===== src/rtl/dma_channel_arbiter_if.sv =====
// Request/grant bundle between the DMA requesters and the channel arbiter.
// Handshake: a requester holds chReq[i] high (level) until its transfer is
// complete; it owns the read/write controller only while chGrant[i] is high.
// It must drop chReq[i] to give the controller back, and it may lose the grant
// early when preemptPulse fires.
interface dma_channel_arbiter_if #(
    parameter int NUM_CH    = 4,
    parameter int CNT_WIDTH = 8,
    parameter int ID_WIDTH  = $clog2(NUM_CH)
);
    logic                 rdWrCtlrIdle;
    logic [NUM_CH-1:0]    chReq;
    logic                 rrMode;
    logic [CNT_WIDTH-1:0] maxGrantCycles;
    logic [NUM_CH-1:0]    chGrant;
    logic                 grantValid;
    logic [ID_WIDTH-1:0]  grantId;
    logic                 preemptPulse;

    // Requester / environment side.
    modport master (
        output rdWrCtlrIdle, chReq, rrMode, maxGrantCycles,
        input  chGrant, grantValid, grantId, preemptPulse
    );

    // Arbiter side.
    modport slave (
        input  rdWrCtlrIdle, chReq, rrMode, maxGrantCycles,
        output chGrant, grantValid, grantId, preemptPulse
    );
endinterface


===== src/rtl/dma_channel_arbiter.sv =====
// N-channel arbiter that hands the shared read/write controller to one DMA
// requester at a time. Winner selection is fixed priority (channel 0 first)
// or round-robin starting after the last winner. A non-zero grant budget
// lets a long-held grant be revoked when another channel is waiting; the
// revoked channel is skipped for exactly one arbitration.
module dma_channel_arbiter #(
    parameter int NUM_CH    = 4,
    parameter int CNT_WIDTH = 8,
    parameter int ID_WIDTH  = $clog2(NUM_CH)
) (
    input  logic                      macPIClk,
    input  logic                      macPIClkHardRst_n,
    input  logic                      macPIClkSoftRst_n,
    dma_channel_arbiter_if.slave      arb,
    output logic [1:0]                state_dbg
);

    typedef enum logic [1:0] {
        IDLE  = 2'b00,
        GRANT = 2'b01
    } state_t;

    localparam logic [ID_WIDTH-1:0] LAST_ID_RST = ID_WIDTH'(NUM_CH - 1);

    state_t               state;
    logic [CNT_WIDTH-1:0] grant_cnt;
    logic [ID_WIDTH-1:0]  last_id;
    logic [NUM_CH-1:0]    preempt_mask;

    logic [NUM_CH-1:0]    eligible;
    logic [NUM_CH-1:0]    others;
    logic [ID_WIDTH-1:0]  win_id;
    logic                 win_found;
    logic                 hold_req;
    logic                 budget_hit;

    assign state_dbg = state;

    // Requests that may take part in this arbitration, plus grant-side status.
    always_comb begin
        eligible   = arb.chReq & ~preempt_mask;
        others     = arb.chReq & ~(NUM_CH'(1) << arb.grantId);
        hold_req   = arb.chReq[arb.grantId];
        budget_hit = (arb.maxGrantCycles != '0) && (grant_cnt >= arb.maxGrantCycles);
    end

    // Winner search: index order in fixed mode, rotated past last_id in round-robin.
    always_comb begin : win_search
        logic [ID_WIDTH-1:0] cand;
        cand      = '0;
        win_id    = '0;
        win_found = 1'b0;
        for (int k = 0; k < NUM_CH; k++) begin
            if (arb.rrMode) begin
                cand = ID_WIDTH'((int'(last_id) + 1 + k) % NUM_CH);
            end else begin
                cand = ID_WIDTH'(k);
            end
            if (!win_found && eligible[cand]) begin
                win_found = 1'b1;
                win_id    = cand;
            end
        end
    end

    // Arbitration FSM with all outputs registered.
    always_ff @(posedge macPIClk or negedge macPIClkHardRst_n) begin
        if (!macPIClkHardRst_n) begin
            state            <= IDLE;
            arb.chGrant      <= '0;
            arb.grantValid   <= 1'b0;
            arb.grantId      <= '0;
            arb.preemptPulse <= 1'b0;
            grant_cnt        <= '0;
            last_id          <= LAST_ID_RST;
            preempt_mask     <= '0;
        end else if (!macPIClkSoftRst_n) begin
            state            <= IDLE;
            arb.chGrant      <= '0;
            arb.grantValid   <= 1'b0;
            arb.grantId      <= '0;
            arb.preemptPulse <= 1'b0;
            grant_cnt        <= '0;
            last_id          <= LAST_ID_RST;
            preempt_mask     <= '0;
        end else begin
            case (state)
                IDLE: begin
                    arb.preemptPulse <= 1'b0;
                    grant_cnt        <= '0;
                    // The mask only ever shields one arbitration.
                    preempt_mask     <= '0;
                    if (arb.rdWrCtlrIdle && win_found) begin
                        state          <= GRANT;
                        arb.chGrant    <= NUM_CH'(1) << win_id;
                        arb.grantValid <= 1'b1;
                        arb.grantId    <= win_id;
                        last_id        <= win_id;
                        grant_cnt      <= CNT_WIDTH'(1);
                    end
                end
                GRANT: begin
                    arb.preemptPulse <= 1'b0;
                    if (!hold_req) begin
                        // Normal release wins over a budget expiry in the same cycle.
                        state          <= IDLE;
                        arb.chGrant    <= '0;
                        arb.grantValid <= 1'b0;
                        grant_cnt      <= '0;
                    end else if (budget_hit && (|others) && arb.rdWrCtlrIdle) begin
                        state            <= IDLE;
                        arb.chGrant      <= '0;
                        arb.grantValid   <= 1'b0;
                        arb.preemptPulse <= 1'b1;
                        preempt_mask     <= arb.chGrant;
                        grant_cnt        <= '0;
                    end else if (grant_cnt != '1) begin
                        grant_cnt <= grant_cnt + CNT_WIDTH'(1);
                    end
                end
                default: begin
                    state            <= IDLE;
                    arb.chGrant      <= '0;
                    arb.grantValid   <= 1'b0;
                    arb.preemptPulse <= 1'b0;
                    grant_cnt        <= '0;
                    preempt_mask     <= '0;
                end
            endcase
        end
    end

endmodule


===== src/flat_wrapper.sv =====
// flat-port wrapper written by rule: the top's interface ports become plain ports
module dma_channel_arbiter_flat 
#(
    parameter int NUM_CH    = 4,
    parameter int CNT_WIDTH = 8,
    parameter int ID_WIDTH  = $clog2(NUM_CH)
)
  (macPIClk, macPIClkHardRst_n, macPIClkSoftRst_n, state_dbg, arb_rdWrCtlrIdle, arb_chReq, arb_rrMode, arb_maxGrantCycles, arb_chGrant, arb_grantValid, arb_grantId, arb_preemptPulse);
  dma_channel_arbiter_if #(.NUM_CH(NUM_CH), .CNT_WIDTH(CNT_WIDTH), .ID_WIDTH(ID_WIDTH)) arb_i ();
  input  logic macPIClk;
  input  logic macPIClkHardRst_n;
  input  logic macPIClkSoftRst_n;
  output logic [1:0] state_dbg;
  input wire logic [$bits(arb_i.rdWrCtlrIdle)-1:0] arb_rdWrCtlrIdle;
  input wire logic [$bits(arb_i.chReq)-1:0] arb_chReq;
  input wire logic [$bits(arb_i.rrMode)-1:0] arb_rrMode;
  input wire logic [$bits(arb_i.maxGrantCycles)-1:0] arb_maxGrantCycles;
  output wire logic [$bits(arb_i.chGrant)-1:0] arb_chGrant;
  output wire logic [$bits(arb_i.grantValid)-1:0] arb_grantValid;
  output wire logic [$bits(arb_i.grantId)-1:0] arb_grantId;
  output wire logic [$bits(arb_i.preemptPulse)-1:0] arb_preemptPulse;
  assign arb_i.rdWrCtlrIdle = arb_rdWrCtlrIdle;
  assign arb_i.chReq = arb_chReq;
  assign arb_i.rrMode = arb_rrMode;
  assign arb_i.maxGrantCycles = arb_maxGrantCycles;
  assign arb_chGrant = arb_i.chGrant;
  assign arb_grantValid = arb_i.grantValid;
  assign arb_grantId = arb_i.grantId;
  assign arb_preemptPulse = arb_i.preemptPulse;
  dma_channel_arbiter #(.NUM_CH(NUM_CH), .CNT_WIDTH(CNT_WIDTH), .ID_WIDTH(ID_WIDTH)) u_core (.macPIClk(macPIClk), .macPIClkHardRst_n(macPIClkHardRst_n), .macPIClkSoftRst_n(macPIClkSoftRst_n), .arb(arb_i), .state_dbg(state_dbg));
endmodule

===== config.mk =====
export PLATFORM = sky130hd
export DESIGN_NAME = dma_channel_arbiter_flat
export DESIGN_NICKNAME = d
export VERILOG_FILES = /design/src/rtl/dma_channel_arbiter_if.sv /design/src/rtl/dma_channel_arbiter.sv /design/src/flat_wrapper.sv
export SDC_FILE = /design/constraint.sdc
export NUM_CORES = 1
export LEC_CHECK = 0
export ABC_AREA = 1
export BUFFER_PORTS_ARGS = -buffer_cell sky130_fd_sc_hd__buf_4
export CORE_ASPECT_RATIO = 0.7
export CORE_UTILIZATION = 61
export CTS_CLUSTER_DIAMETER = 40
export CTS_CLUSTER_SIZE = 30
export DETAILED_ROUTE_END_ITERATION = 8
export HOLD_SLACK_MARGIN = 0.12
export PLACE_DENSITY_LB_ADDON = 0.05
export SLEW_MARGIN = 20
export SYNTH_ARGS = -nofsm -noshare
export SYNTH_HDL_FRONTEND = slang
export SYNTH_SLANG_ARGS = --single-unit

===== constraint.sdc =====
create_clock -name macPIClk -period 3.25 [get_ports macPIClk]
set_input_delay 0.1625 -clock macPIClk [delete_from_list [all_inputs] [get_ports macPIClk]]
set_output_delay 0.1625 -clock macPIClk [all_outputs]
set_load 0.005 [all_outputs]

* Word level (Yosys, flattened, before mapping) *
Cells that the tools add are included.
W data, S select, Z words.

word-level totals
  flip-flop bits (word level) = 24
  input port bits = 17
  output and inout bits = 10
  logic and storage cells = 105

cells by class
  add/subtract/negate cells = 5
  order comparisons = 6
  equal/unequal tests = 9
  shifts and indexed selects = 2
  muxes and demuxes = 55
  bitwise operators = 4
  reduce and logical (&&, ||, !) cells = 16

operators with widths
  operator               number
  $mux W2                16
  $mux W4                8
  $mux W8                4
  $mux W1                18
  $pmux W8 S2            1
  $lt A2 B3 Y1 const B   5
  $bmux W1 S2            5
  $ne A3 B2 Y1 const B   3
  $add A8 B1 Y8 const B  1
  $and A4 B4 Y4          2
  $ge A8 B8 Y1           1
  $ne A8 B8 Y1 const B   1
  $not A4 Y4             2
  $pmux W4 S2            1
  $reduce_bool A8 Y1     1
  $shl A1 B2 Y4 const A  2
  $logic_and A1 B1 Y1    7
  $reduce_and A2 Y1      3
  $ne A5 B5 Y1 const B   1
  $add A2 B1 Y2 const B  2
  $add A2 B2 Y2 const B  2
  $ne A2 B1 Y1 const B   2
  $ne A4 B4 Y1 const B   1
  $pmux W2 S2            1
  other kinds (5)        7

* Logic depth before layout (Yosys ltp) *
  depth in word-level cells = 18
  depth in mapped cells = 13

* Worst setup path after synthesis *
Ideal clock, no wire load.

  path kind = reg-to-reg
  from = register u_core.grant_cnt[0]
  to = register u_core.arb.chGrant[0]
  library setup time = 0.117 ns
  data arrival time = 1.513 ns
  data required time = 3.133 ns
  path slack = 1.620 ns
  stages on the path, launching flop included = 14
  path buffers = 0
  cells stage by stage = dfrtp_1 > inv_1 > ha_1 > inv_1 > a21boi_0 > o21bai_1 > nand2_1 > nand2_1 > nand2_1 > nand2_1 > nand2_2 > nand2_2 > nand2_1 > nand2_1

between the ends
  word-level cells in the longest chain between the ends = 6

RTL lines
  item                               line                          source
  from (decl)                        dma_channel_arbiter.sv:26     logic [CNT_WIDTH-1:0] grant_cnt;
  from (signal assigned)             dma_channel_arbiter.sv:118    grant_cnt <= grant_cnt + CNT_WIDTH'(1);
  $ge A8 B8 Y1                       dma_channel_arbiter.sv:44     budget_hit = (arb.maxGrantCycles != '0) && (grant_cnt >= arb.maxGrantCycles);
  $logic_and A1 B1 Y1                dma_channel_arbiter.sv:44
  $logic_and A1 B1 Y1 (2 in series)  dma_channel_arbiter.sv:110    end else if (budget_hit && (|others) && arb.rdWrCtlrIdle) begin
  $ne A4 B4 Y1 (no line)             -
  $reduce_and A2 Y1 (no line)        -
  to (signal assigned)               dma_channel_arbiter.sv:95     arb.chGrant <= NUM_CH'(1) << win_id;
  to (decl)                          dma_channel_arbiter_if.sv:29  output chGrant, grantValid, grantId, preemptPulse

No other way between the ends.
A chain may end at the register's enable or synchronous reset.

* Final worst setup path *
  from = register u_core.grant_cnt[0]
  to = register u_core.preempt_mask[3]

between the ends
  word-level cells in the longest chain between the ends = 6

RTL lines
  item                               line                        source
  $ge A8 B8 Y1                       dma_channel_arbiter.sv:44
  $logic_and A1 B1 Y1                dma_channel_arbiter.sv:44
  $logic_and A1 B1 Y1 (2 in series)  dma_channel_arbiter.sv:110
  $ne A3 B2 Y1 (no line)             -
  $reduce_and A2 Y1 (no line)        -
  to (signal assigned)               dma_channel_arbiter.sv:115  preempt_mask <= arb.chGrant;
  to (decl)                          dma_channel_arbiter.sv:28   logic [NUM_CH-1:0] preempt_mask;

No other way between the ends.

==> reports/results.ini <==
[finish]
fin_area_mm2=0.00199
post-route-util=0.780
n_antenna_cell=0
final_layout_size_suffix_gt1_frac=0.211
nets=302
syn_to_final_growth_pct=17.5
fillCellCount=206

[floorplan]
rows=15
io_pins=27
die_w_um=65.0
start_util=0.664
die_h_um=46.1
dieArea_mm2=0.00300
coreArea_mm2=0.00255

[yosys]
synth.distinct_cells=31
netlist_area_mm2=0.00170
synthTopCellsByArea=dfrtp_1, nand2_1, ha_1, inv_1, nor2_1
ys_warn_count=0
synth_most_common_cell=nand2_1
netlist.area_leader.share=0.295
synth.avg_cell_area_um2=6.86
synth_seq_cells=22
synthesis.nets=273
async_flop_share=1.00
synth.largest_area_cell=dfrtp_1
synth-edff-count=0
synthCells=247
synth_commonest_cells=nand2_1, inv_1, nor2_1
ys_seq_area_frac=0.326
ys.flop_type=dfrtp_1

[sta]
layout_min_cycle_time_ns=1.98
max_freq_mhz=504
rsz0062_at_grt=false
setup_tns_ns=0
setup_viol=0
hold_ws_ns=0.224
hold_violations=0
clock_skew_ns=0.00271
period_share=0.610
drv_slew=0

[critical_path]
end_kind=flip-flop
reg2reg_depth=12
startpoint_type=flip-flop
r2r_end=u_core.preempt_mask[3]
cp_data_required_time_ns=3.45
critical_path_class=flip-flop to flip-flop
cp_max_fo=5
r2r_start=u_core.grant_cnt[0]
worstPathArrival_ns=2.18
setup.worst_path.start=u_core.grant_cnt[0]
ff2ff_setup_slack_ns=1.27
cp-endpoint=u_core.preempt_mask[3]

[clock_tree]
cts_buffer_depth=2
cts_tree=done
path_clk_slew_ns=0.08
cts_resized=0
h-tree-depth=1
postCtsHoldBufs=1
cts_buffers=3
cts.sinks=22
clock_latency_ns=0.26
cts_setup_buffers=0
cts_root_buffer=clkbuf_8

[global_routing]
grt_pass1_wl_mm=6.32
antenna_found_initial=0
grt_max_degree=23
grt.overflow.total=0
grt_usage=0.288
grt_pass1_vias=1414

[detailed_routing]
drtIter0Drc=159
wl_met3_um=398
wl_met1_mm=1.94
vias=1628
avgViaCountPerCell=5.27
ant_nets=0
wire_per_inst_um=12.3
firstDrtPassIters=4
finalWirelength_mm=3.80
met2WireLength_mm=1.45
drc=0
top_layer=met4

[hold_path]
hold_path.class=input port to flip-flop

[run_status]
status=finished, final reports clean

[run]
cap_violations=0

[power_and_ir_drop]
vdd_drop_max_mv=0.313
power_leakage_nw=1.08
design_power_total_w=0.000811
power_density_mw_per_mm2=407

[placement]
io_buffers=25
gp_congestion=0.828
dp_hpwl_mm=3.11
placed_area_mm2=0.00191

-- cell families after synthesis --
logic type | Yosys count | share of synthesized area
adder cells (fa/ha/maj) | 9 | 0.0664
buffers and inverters | 36 | 0.0841
AND/OR/NAND/NOR | 153 | 0.431
other | 1 | 0.00221
XOR/XNOR | 2 | 0.0103
flip-flops | 22 | 0.326
AO/OA/AOI/OAI | 24 | 0.0797
-- sequential cells by signal, indices dropped and copies added, names as in the netlist --
register / count
u_core.arb.preemptPulse: 1
u_core.preempt_mask: 4
u_core.arb.grantValid: 1
u_core.arb.chGrant: 4
u_core.grant_cnt: 8
u_core.arb.grantId: 2
u_core.last_id: 2
-- how the worst min path moves through the flow --
stage | start | endpoint | slack (ns) | depth (start not counted)
2_1_floorplan | macPIClkHardRst_n | u_core.arb.chGrant[0] | -0.13 | 0
3_3_place_gp | macPIClkHardRst_n | u_core.grant_cnt[6] | 0.07 | 1
6_report | macPIClkSoftRst_n | u_core.last_id[1] | 0.22 | 4
3_5_place_dp | macPIClkHardRst_n | u_core.grant_cnt[6] | 0.07 | 1
5_1_grt | arb_rdWrCtlrIdle | u_core.arb.grantValid | 0.26 | 3
4_1_cts | macPIClkSoftRst_n | u_core.last_id[0] | 0.23 | 4
-- worst max-delay path, cell delays in order (launching register included) --
cell      delay, ns
dfrtp_1        0.39
inv_1          0.09
ha_1           0.28
inv_1          0.03
a21boi_0       0.14
o21bai_1       0.08
nand2_1        0.07
nand2_1        0.05
nand2_1        0.11
nand2_1        0.15
nor3_2         0.31
nand2_1        0.11
nand2_1        0.10
-- metal layers --
| layer | vias to the layer above | global-route usage |
|---|---|---|
| met5 | - | 0 |
| met4 | 0 | 0.0391 |
| met2 | 83 | 0.423 |
| met3 | 2 | 0.0446 |
| met1 | 700 | 0.455 |
| li1 | 843 | - |
-- metrics by stage --
| stage | instances | setup slack, ns |
|---|---|---|
| 4_1_cts | 309 | 1.28 |
| 6_report | 309 | 1.27 |
| 3_3_place_gp | 304 | 1.37 |
| 3_5_place_dp | 304 | 1.33 |
| 5_1_grt | 309 | 1.09 |
| 2_1_floorplan | 247 | 1.62 |
-- placed cells by master, fill, tap and decap left out, drive strengths merged, types with 2 or more instances in the layout --
cell    count
nand2      89
inv        34
nor2       31
buf        25
dfrtp      20
nand3      17
a21oi      11
ha          9
nor3        8
o21ai       7
nand4       6
a31oi       3
clkbuf      3
xor2        2
dfstp       2
-- power by group --
part	switching (W)	leakage [nW]	internal, W
clock network	0.0000915	0.0357	0.000164
registers	0.0000206	0.297	0.000293
logic	0.000152	0.752	0.0000894
total	0.000264	1.08	0.000547
-- area by class of cell --
type | instances | area (um^2) | area share
Timing Repair Buffer | 26 | 198 | 0.0992
Multi-Input combinational cell | 189 | 1000 | 0.502
Clock buffer | 3 | 41.3 | 0.0207
Tap cell | 34 | 42.5 | 0.0214
Inverter | 34 | 128 | 0.0641
Sequential cell | 22 | 553 | 0.278
Clock inverter | 1 | 30.0 | 0.0151
No activity file was read; power rests on OpenSTA's default activity.
